--- config.mk ---
export PLATFORM = sky130hd
export DESIGN_NAME = imager_pattern_gen
export DESIGN_NICKNAME = d
export VERILOG_FILES = /design/src/rtl/imager_pattern_gen.sv
export SDC_FILE = /design/constraint.sdc
export NUM_CORES = 1
export LEC_CHECK = 0
export CAP_MARGIN = 20
export CORE_ASPECT_RATIO = 1.2
export CORE_MARGIN = 1
export CORE_UTILIZATION = 45
export DETAILED_ROUTE_END_ITERATION = 8
export PLACE_DENSITY_LB_ADDON = 0.3
export SLEW_MARGIN = 5
export SYNTH_ARGS = -nofsm -noshare
export SYNTH_HDL_FRONTEND = slang
export SYNTH_SLANG_ARGS = --single-unit
--- constraint.sdc ---
create_clock -name clk -period 6 [get_ports clk]
set_input_delay 0.6 -clock clk [delete_from_list [all_inputs] [get_ports clk]]
set_output_delay 0.6 -clock clk [all_outputs]
set_load 0.1 [all_outputs]
--- src/rtl/imager_pattern_gen.sv ---
// rtl/imager_pattern_gen.sv - multi-lane synthetic imager with fv/lv/sync framing and test patterns
// Ports: clk, reset_n (async, active low); enable/snapshot_mode/trigger control running;
// mode and pattern_shift select the pattern; num_* and sync_* set the frame geometry;
// noise_seed reseeds the per-lane noise LFSRs; dat/fv/lv/sync/frame_start are the
// registered video outputs; busy and frame_count report status.
module imager_pattern_gen #(
    parameter int DATA_WIDTH     = 10,
    parameter int PIXELS_PER_CLK = 2,
    parameter int NUM_ROWS_WIDTH = 12,
    parameter int NUM_COLS_WIDTH = 12
) (
    input  logic                                 clk,
    input  logic                                 reset_n,
    input  logic                                 enable,
    input  logic                                 snapshot_mode,
    input  logic                                 trigger,
    input  logic [2:0]                           mode,
    input  logic [3:0]                           pattern_shift,
    input  logic [NUM_ROWS_WIDTH-1:0]            num_active_rows,
    input  logic [NUM_ROWS_WIDTH-1:0]            num_virtual_rows,
    input  logic [NUM_COLS_WIDTH-1:0]            num_active_cols,
    input  logic [NUM_COLS_WIDTH-1:0]            num_virtual_cols,
    input  logic [NUM_ROWS_WIDTH:0]              sync_row_start,
    input  logic [NUM_ROWS_WIDTH-1:0]            sync_rows,
    input  logic [31:0]                          noise_seed,
    output logic [PIXELS_PER_CLK*DATA_WIDTH-1:0] dat,
    output logic                                 fv,
    output logic                                 lv,
    output logic                                 sync,
    output logic                                 frame_start,
    output logic                                 busy,
    output logic [15:0]                          frame_count
);
    localparam int DW  = DATA_WIDTH;
    localparam int PPC = PIXELS_PER_CLK;
    localparam int RW  = NUM_ROWS_WIDTH;
    localparam int CW  = NUM_COLS_WIDTH;

    typedef enum logic {S_IDLE, S_RUN} state_t;
    state_t state_q;

    // Configuration captured at frame boundaries
    logic [2:0]    mode_q;
    logic [3:0]    shift_q;
    logic [RW-1:0] act_rows_q, virt_rows_q, sync_rows_q;
    logic [CW-1:0] act_cols_q, virt_cols_q;
    logic [RW:0]   sync_start_q;

    logic [CW:0]          col_q;
    logic [RW:0]          row_q;
    logic [31:0]          lfsr_q [PPC];
    logic [15:0]          frame_count_q;
    logic [PPC*DW-1:0]    dat_q;
    logic                 fv_q, lv_q, sync_q, frame_start_q;

    logic [CW:0]   total_cols, hfp, lv_end;
    logic [RW:0]   total_rows;
    logic [RW+1:0] sync_end;
    logic          fv_int, lv_int, sync_low, col_last, row_last, frame_last;
    logic          run_now, start_run, latch_cfg;

    always_comb begin
        total_cols = {1'b0, act_cols_q} + {1'b0, virt_cols_q};
        total_rows = {1'b0, act_rows_q} + {1'b0, virt_rows_q};
        hfp        = {2'b00, virt_cols_q[CW-1:1]};
        lv_end     = hfp + {1'b0, act_cols_q};
        sync_end   = {1'b0, sync_start_q} + {2'b00, sync_rows_q};
        fv_int     = row_q < {1'b0, act_rows_q};
        lv_int     = fv_int && (col_q >= hfp) && (col_q < lv_end);
        sync_low   = (sync_rows_q != '0) && ({1'b0, row_q} >= {1'b0, sync_start_q})
                     && ({1'b0, row_q} < sync_end);
        col_last   = ({1'b0, col_q} + (CW+2)'(PPC)) >= {1'b0, total_cols};
        row_last   = ({1'b0, row_q} + (RW+2)'(1)) >= {1'b0, total_rows};
        frame_last = col_last && row_last;
        run_now    = (state_q == S_RUN) && enable;
        start_run  = enable && (!snapshot_mode || trigger);
        // Sample on IDLE->RUN and on every free-running wrap
        latch_cfg  = ((state_q == S_IDLE) && start_run)
                     || (run_now && frame_last && !snapshot_mode);
    end

    // Per-lane pixel generation from the counters
    logic [31:0]       px_x [PPC];
    logic [31:0]       px_y;
    logic [2:0]        bar_b [PPC];
    logic [DW-1:0]     px_v [PPC];
    logic [PPC*DW-1:0] dat_d;

    always_comb begin
        px_y  = 32'(row_q);
        dat_d = '0;
        for (int k = 0; k < PPC; k++) begin
            px_x[k]  = 32'(col_q) - 32'(hfp) + 32'(k);
            bar_b[k] = 3'(px_x[k] >> shift_q);
            px_v[k]  = '0;
            case (mode_q)
                3'd0: px_v[k] = lfsr_q[k][DW-1:0];
                3'd1: px_v[k] = DW'(px_x[k]);
                3'd2: px_v[k] = DW'(px_y);
                3'd3: px_v[k] = DW'(px_x[k] + px_y);
                3'd4: px_v[k] = DW'(frame_count_q);
                3'd5: px_v[k] = DW'(32'(frame_count_q) + px_x[k] + px_y);
                3'd6: begin
                    // Bar index repeated from the MSB down, truncated at bit 0
                    for (int i = 0; i < DW; i++) begin
                        px_v[k][DW-1-i] = bar_b[k][2 - (i % 3)];
                    end
                end
                default: px_v[k] = (px_x[k][shift_q] ^ px_y[shift_q]) ? '1 : '0;
            endcase
            dat_d[k*DW +: DW] = lv_int ? px_v[k] : '0;
        end
    end

    always_ff @(posedge clk or negedge reset_n) begin
        if (!reset_n) begin
            mode_q       <= '0;
            shift_q      <= '0;
            act_rows_q   <= '0;
            virt_rows_q  <= '0;
            act_cols_q   <= '0;
            virt_cols_q  <= '0;
            sync_start_q <= '0;
            sync_rows_q  <= '0;
        end else if (latch_cfg) begin
            mode_q       <= mode;
            shift_q      <= pattern_shift;
            act_rows_q   <= num_active_rows;
            virt_rows_q  <= num_virtual_rows;
            act_cols_q   <= num_active_cols;
            virt_cols_q  <= num_virtual_cols;
            sync_start_q <= sync_row_start;
            sync_rows_q  <= sync_rows;
        end
    end

    // Noise LFSRs: step on active pixels, reseed outside the active frame
    always_ff @(posedge clk or negedge reset_n) begin
        if (!reset_n) begin
            for (int k = 0; k < PPC; k++) lfsr_q[k] <= 32'(k + 1);
        end else begin
            for (int k = 0; k < PPC; k++) begin
                if (run_now && lv_int) begin
                    lfsr_q[k] <= {lfsr_q[k][30:0],
                                  ~(lfsr_q[k][31] ^ lfsr_q[k][21] ^ lfsr_q[k][1] ^ lfsr_q[k][0])};
                end else if ((!run_now || !fv_int) && (noise_seed != '0)) begin
                    lfsr_q[k] <= noise_seed ^ 32'(k);
                end
            end
        end
    end

    always_ff @(posedge clk or negedge reset_n) begin
        if (!reset_n) begin
            state_q       <= S_IDLE;
            col_q         <= '0;
            row_q         <= '0;
            frame_count_q <= '0;
            dat_q         <= '0;
            fv_q          <= 1'b0;
            lv_q          <= 1'b0;
            sync_q        <= 1'b1;
            frame_start_q <= 1'b0;
        end else if (!run_now) begin
            col_q         <= '0;
            row_q         <= '0;
            dat_q         <= '0;
            fv_q          <= 1'b0;
            lv_q          <= 1'b0;
            sync_q        <= 1'b1;
            frame_start_q <= 1'b0;
            state_q       <= (state_q == S_IDLE && start_run) ? S_RUN : S_IDLE;
        end else begin
            dat_q         <= dat_d;
            fv_q          <= fv_int;
            lv_q          <= lv_int;
            sync_q        <= !sync_low;
            frame_start_q <= fv_int && (col_q == '0) && (row_q == '0);
            if (col_last) begin
                col_q <= '0;
                if (row_last) begin
                    row_q         <= '0;
                    frame_count_q <= frame_count_q + 16'd1;
                    if (snapshot_mode) state_q <= S_IDLE;
                end else begin
                    row_q <= row_q + (RW+1)'(1);
                end
            end else begin
                col_q <= col_q + (CW+1)'(PPC);
            end
        end
    end

    assign dat         = dat_q;
    assign fv          = fv_q;
    assign lv          = lv_q;
    assign sync        = sync_q;
    assign frame_start = frame_start_q;
    assign busy        = (state_q == S_RUN);
    assign frame_count = frame_count_q;
endmodule

==> results.cfg <==
[status]
status = complete, but fails checks
failing_checks = design-rule violations

[floorplan]
fp-row-count = 77
starting_density_of_the_core_pct = 45.8
die-height_microns = 214
pin_count = 158
core-area_sq_mm = 0.0370
fp.dieArea_sq_mm = 0.0384
floorplan.die.width_microns = 179

[global_routing]
overflow = 0
grt_antenna_before_repair = 2
first_global_vias = 14100
global_route_wire_length_before_repair_microns = 75400
grt_start_max_net_pins = 108
groute.usage.overall_pct = 25.0

[cts]
clk_root_buffer_cell = clkbuf_16
cts_sinks = 210
clock_tree_from_tritoncts = built
insertion_delay_ns = 0.54
cts_inserted_buffers = 24
post_cts_hold_buffer_count = 0
post-cts-setup-buffers = 0
cts_buffer_depth = 3
cts.clk_slew.worst_paths_ns = 0.06
cts_htree_levels = 1
post_cts_resized = 0

[worst_setup_path]
cp-end-kind = flop
critPathBufInv = 3
timing.critical_path.cells = buf_4, inv_1, fa_1, a211oi_2, o21a_1, xnor2_2, inv_1, nor2_1, nand3_1, xnor2_1, fa_1, ha_1, o41ai_1, xnor2_1, nand2_1, xnor2_1, a221oi_1, a31oi_1
arrival_ns = 5.96
cp_slowest_stage_delay_ns = 0.51
critical_path_required_ns = 6.38
criticalPathCategory = flop to flop
worstSetupStartpointType = flop
crit_family = compound AO/OA/AOI/OAI gates
timing.critical_path.mode_cell = xnor2_1
crit_fanout = 10
cpMaxStageDelayCell = fa_1

[timing]
post-route-period-util_pct = 93.0
timing.final.crit_period_ns = 5.58
finalMaxSlewViolations = 0
finalSetupViolCount = 0
transition_time_at_the_pin_with_the_least_slew_margin_ns = 1.14
timing.slew.headroom_pct = 23.6
worst_clock_skew_ns = 0.00770
timing.final.hold_violations = 0
fin_tns_setup_ns = 0
fmaxAchievable_mhz = 179
grt_setup_unrepaired = false

[synth]
yosys.cell_count.top_type = dfrtp_1
synthFlopType = dfrtp_1
ys_async_sr_fraction_pct = 100
postSynthCellCount = 1767
syn-mean-instance-area_sq_um = 9.58
postSynthRegisterBits = 210
postSynthNetCount = 2081
synthTopCellsByArea = dfrtp_1 (31%), ha_1 (13%), mux2_2 (5.5%)
synth_edf_count = 0
synth_top_cell_by_area = dfrtp_1
synth-warning-count = 0
syn-cell-area_sq_mm = 0.0169
post-synth-top-area-fraction_pct = 30.6
synth-seq-area-share_pct = 31.1
synthTopCellsByCount = dfrtp_1 (207), ha_1 (170), nand2_1 (135)
count_of_distinct_cell_types_in_the_synthesized_netlist = 79

[layout]
final_layout_size_suffix_gt1_share_pct = 10.9
layout-area-overhead-vs-synth_pct = 18.4
post-route-cell-area_sq_mm = 0.0200
num-nets-final = 2225

[drt]
drt_pass1_iterations = 7
drc_markers = 40
antenna_violating_nets_post_route = 0
via_total_after_detailed_routing = 14044
wl_per_cell_microns = 19.6
drt_wl_total_microns = 47000
drt_iter0_markers = 922
avgViaCountPerCell = 5.84

[pwr]
comb_power_share_pct = 43.0
switching_share_pct = 36.3
power.static_leakage_nw = 9.34
clock_power_share_pct = 28.6
cell_internal_pwr_mw = 3.85
vdd_drop_max_mv = 0.210
power-per-cell-area_mw_per_mm2 = 302
sequentialPowerShare_pct = 28.4
switching_power_mw = 2.20

[flow_run]
max-cap-violations = 0

[placement]
buffer_ports.inserted = 157
detailed_place.area_sq_mm = 0.0191
gp_routability_congestion = 0.978
half_perimeter_wire_length_of_the_detailed_placement_result_microns = 36200

[worst_hold_path]
min-delay-path-class = primary input to async pin
## metal layers
layer  track usage (%)  up-vias  wire, microns
met5                 0        -              0
met4              10.9        0           1990
met3              2.96      108           3040
met2              40.9      451          22000
met1              32.8     6815          20000
li1                  -     6670              -
## logic make-up (layout without fill, tap and decap cells)
family | count (synthesis) | after routing | synth area share (%)
multiplexers | 176 | 176 | 12.2
other | 0 | 1 | 0
XOR/XNOR | 129 | 129 | 6.81
adder cells (fa/ha/maj) | 197 | 197 | 15.8
flip-flops | 210 | 210 | 31.1
buffers and inverters | 207 | 369 | 4.74
AND/OR/NAND/NOR | 410 | 410 | 12.2
AO/OA/AOI/OAI | 438 | 438 | 17.2
## per-stage QoR
step           setup slack, ns  std cells  hold slack (ns)  power (mW)  utilization (%)
2_1_floorplan             1.07       1767            0.304        3.63                -
3_3_place_gp             0.690       2358            0.463        4.25             51.6
3_5_place_dp             0.478       2358            0.464        4.31             51.6
4_1_cts                  0.448       2402           0.0771        6.07             54.1
5_1_grt                 0.0498       2403           0.0944        6.45             54.2
6_report                 0.421       2404           0.0325        6.04             54.2
## power by group through the flow
stage | clock [mW] | combinational (mW) | sequential (mW)
4_1_cts | 1.77 | 2.59 | 1.72
2_1_floorplan | 0 | 1.95 | 1.68
3_5_place_dp | 0 | 2.57 | 1.74
3_3_place_gp | 0 | 2.51 | 1.74
5_1_grt | 1.82 | 2.88 | 1.74
6_report | 1.73 | 2.60 | 1.72
## flip-flops by register name (all words and copies together), names as in the netlist, 3 cells and up
| register | cells |
|---|---|
| lfsr_q | 64 |
| dat | 20 |
| frame_count | 16 |
| row_q | 13 |
| sync_start_q | 13 |
| act_cols_q | 12 |
| act_rows_q | 12 |
| col_q | 12 |
| sync_rows_q | 12 |
| virt_cols_q | 12 |
| virt_rows_q | 12 |
| shift_q | 4 |
| mode_q | 3 |
## path summary, 6_finish.rpt
| path | start | endpoint | slack (ns) | cells after the start |
|---|---|---|---|---|
| min in group clk | lfsr_q[61] | lfsr_q[62] | 0.47 | 2 |
| min | reset_n | virt_cols_q[6] | 0.03 | 1 |
| max in group asynchronous | reset_n | mode_q[2] | 4.56 | 2 |
| min reg2reg | lfsr_q[61] | lfsr_q[62] | 0.47 | 2 |
| max reg2reg | virt_cols_q[1] | dat[19] | 0.42 | 18 |
| max | virt_cols_q[1] | dat[19] | 0.42 | 18 |
## final cells by class
cell class | instances | area [sq um]
repair buffers | 189 | 1830
diodes | 1 | 2.50
multi-input cells | 1350 | 10900
inverters | 136 | 515
clock inverters | 15 | 282
fillers | 3379 | 17000
well taps | 474 | 593
flip-flops and latches | 210 | 5260
clock buffers | 29 | 659
## cells in the final DEF, fill, tap and decap left out, types with 13 or more instances in the layout
master / synthesis / layout
nand3_1: 36 / 36
inv_1: 132 / 132
nor2_1: 68 / 67
nand2b_1: 15 / 15
clkbuf_16: 0 / 24
nand4_1: 19 / 19
xor2_1: 42 / 42
nand2_1: 135 / 135
nor4_1: 21 / 21
nor2b_1: 23 / 23
fa_1: 27 / 27
a21o_1: 51 / 51
xnor2_1: 84 / 84
a31oi_1: 19 / 19
mux4_2: 13 / 13
dfrtp_1: 207 / 207
a21oi_1: 85 / 85
clkdlybuf4s50_1: 0 / 156
and2_1: 17 / 17
a221oi_1: 17 / 17
a211oi_1: 15 / 15
mux2i_1: 76 / 76
o21a_1: 29 / 29
nor3_1: 28 / 28
o21ai_0: 114 / 114
ha_1: 170 / 170
o21bai_1: 26 / 26
buf_4: 2 / 31
mux2_2: 83 / 83
Note: power is estimated with default switching activity, not from simulation.
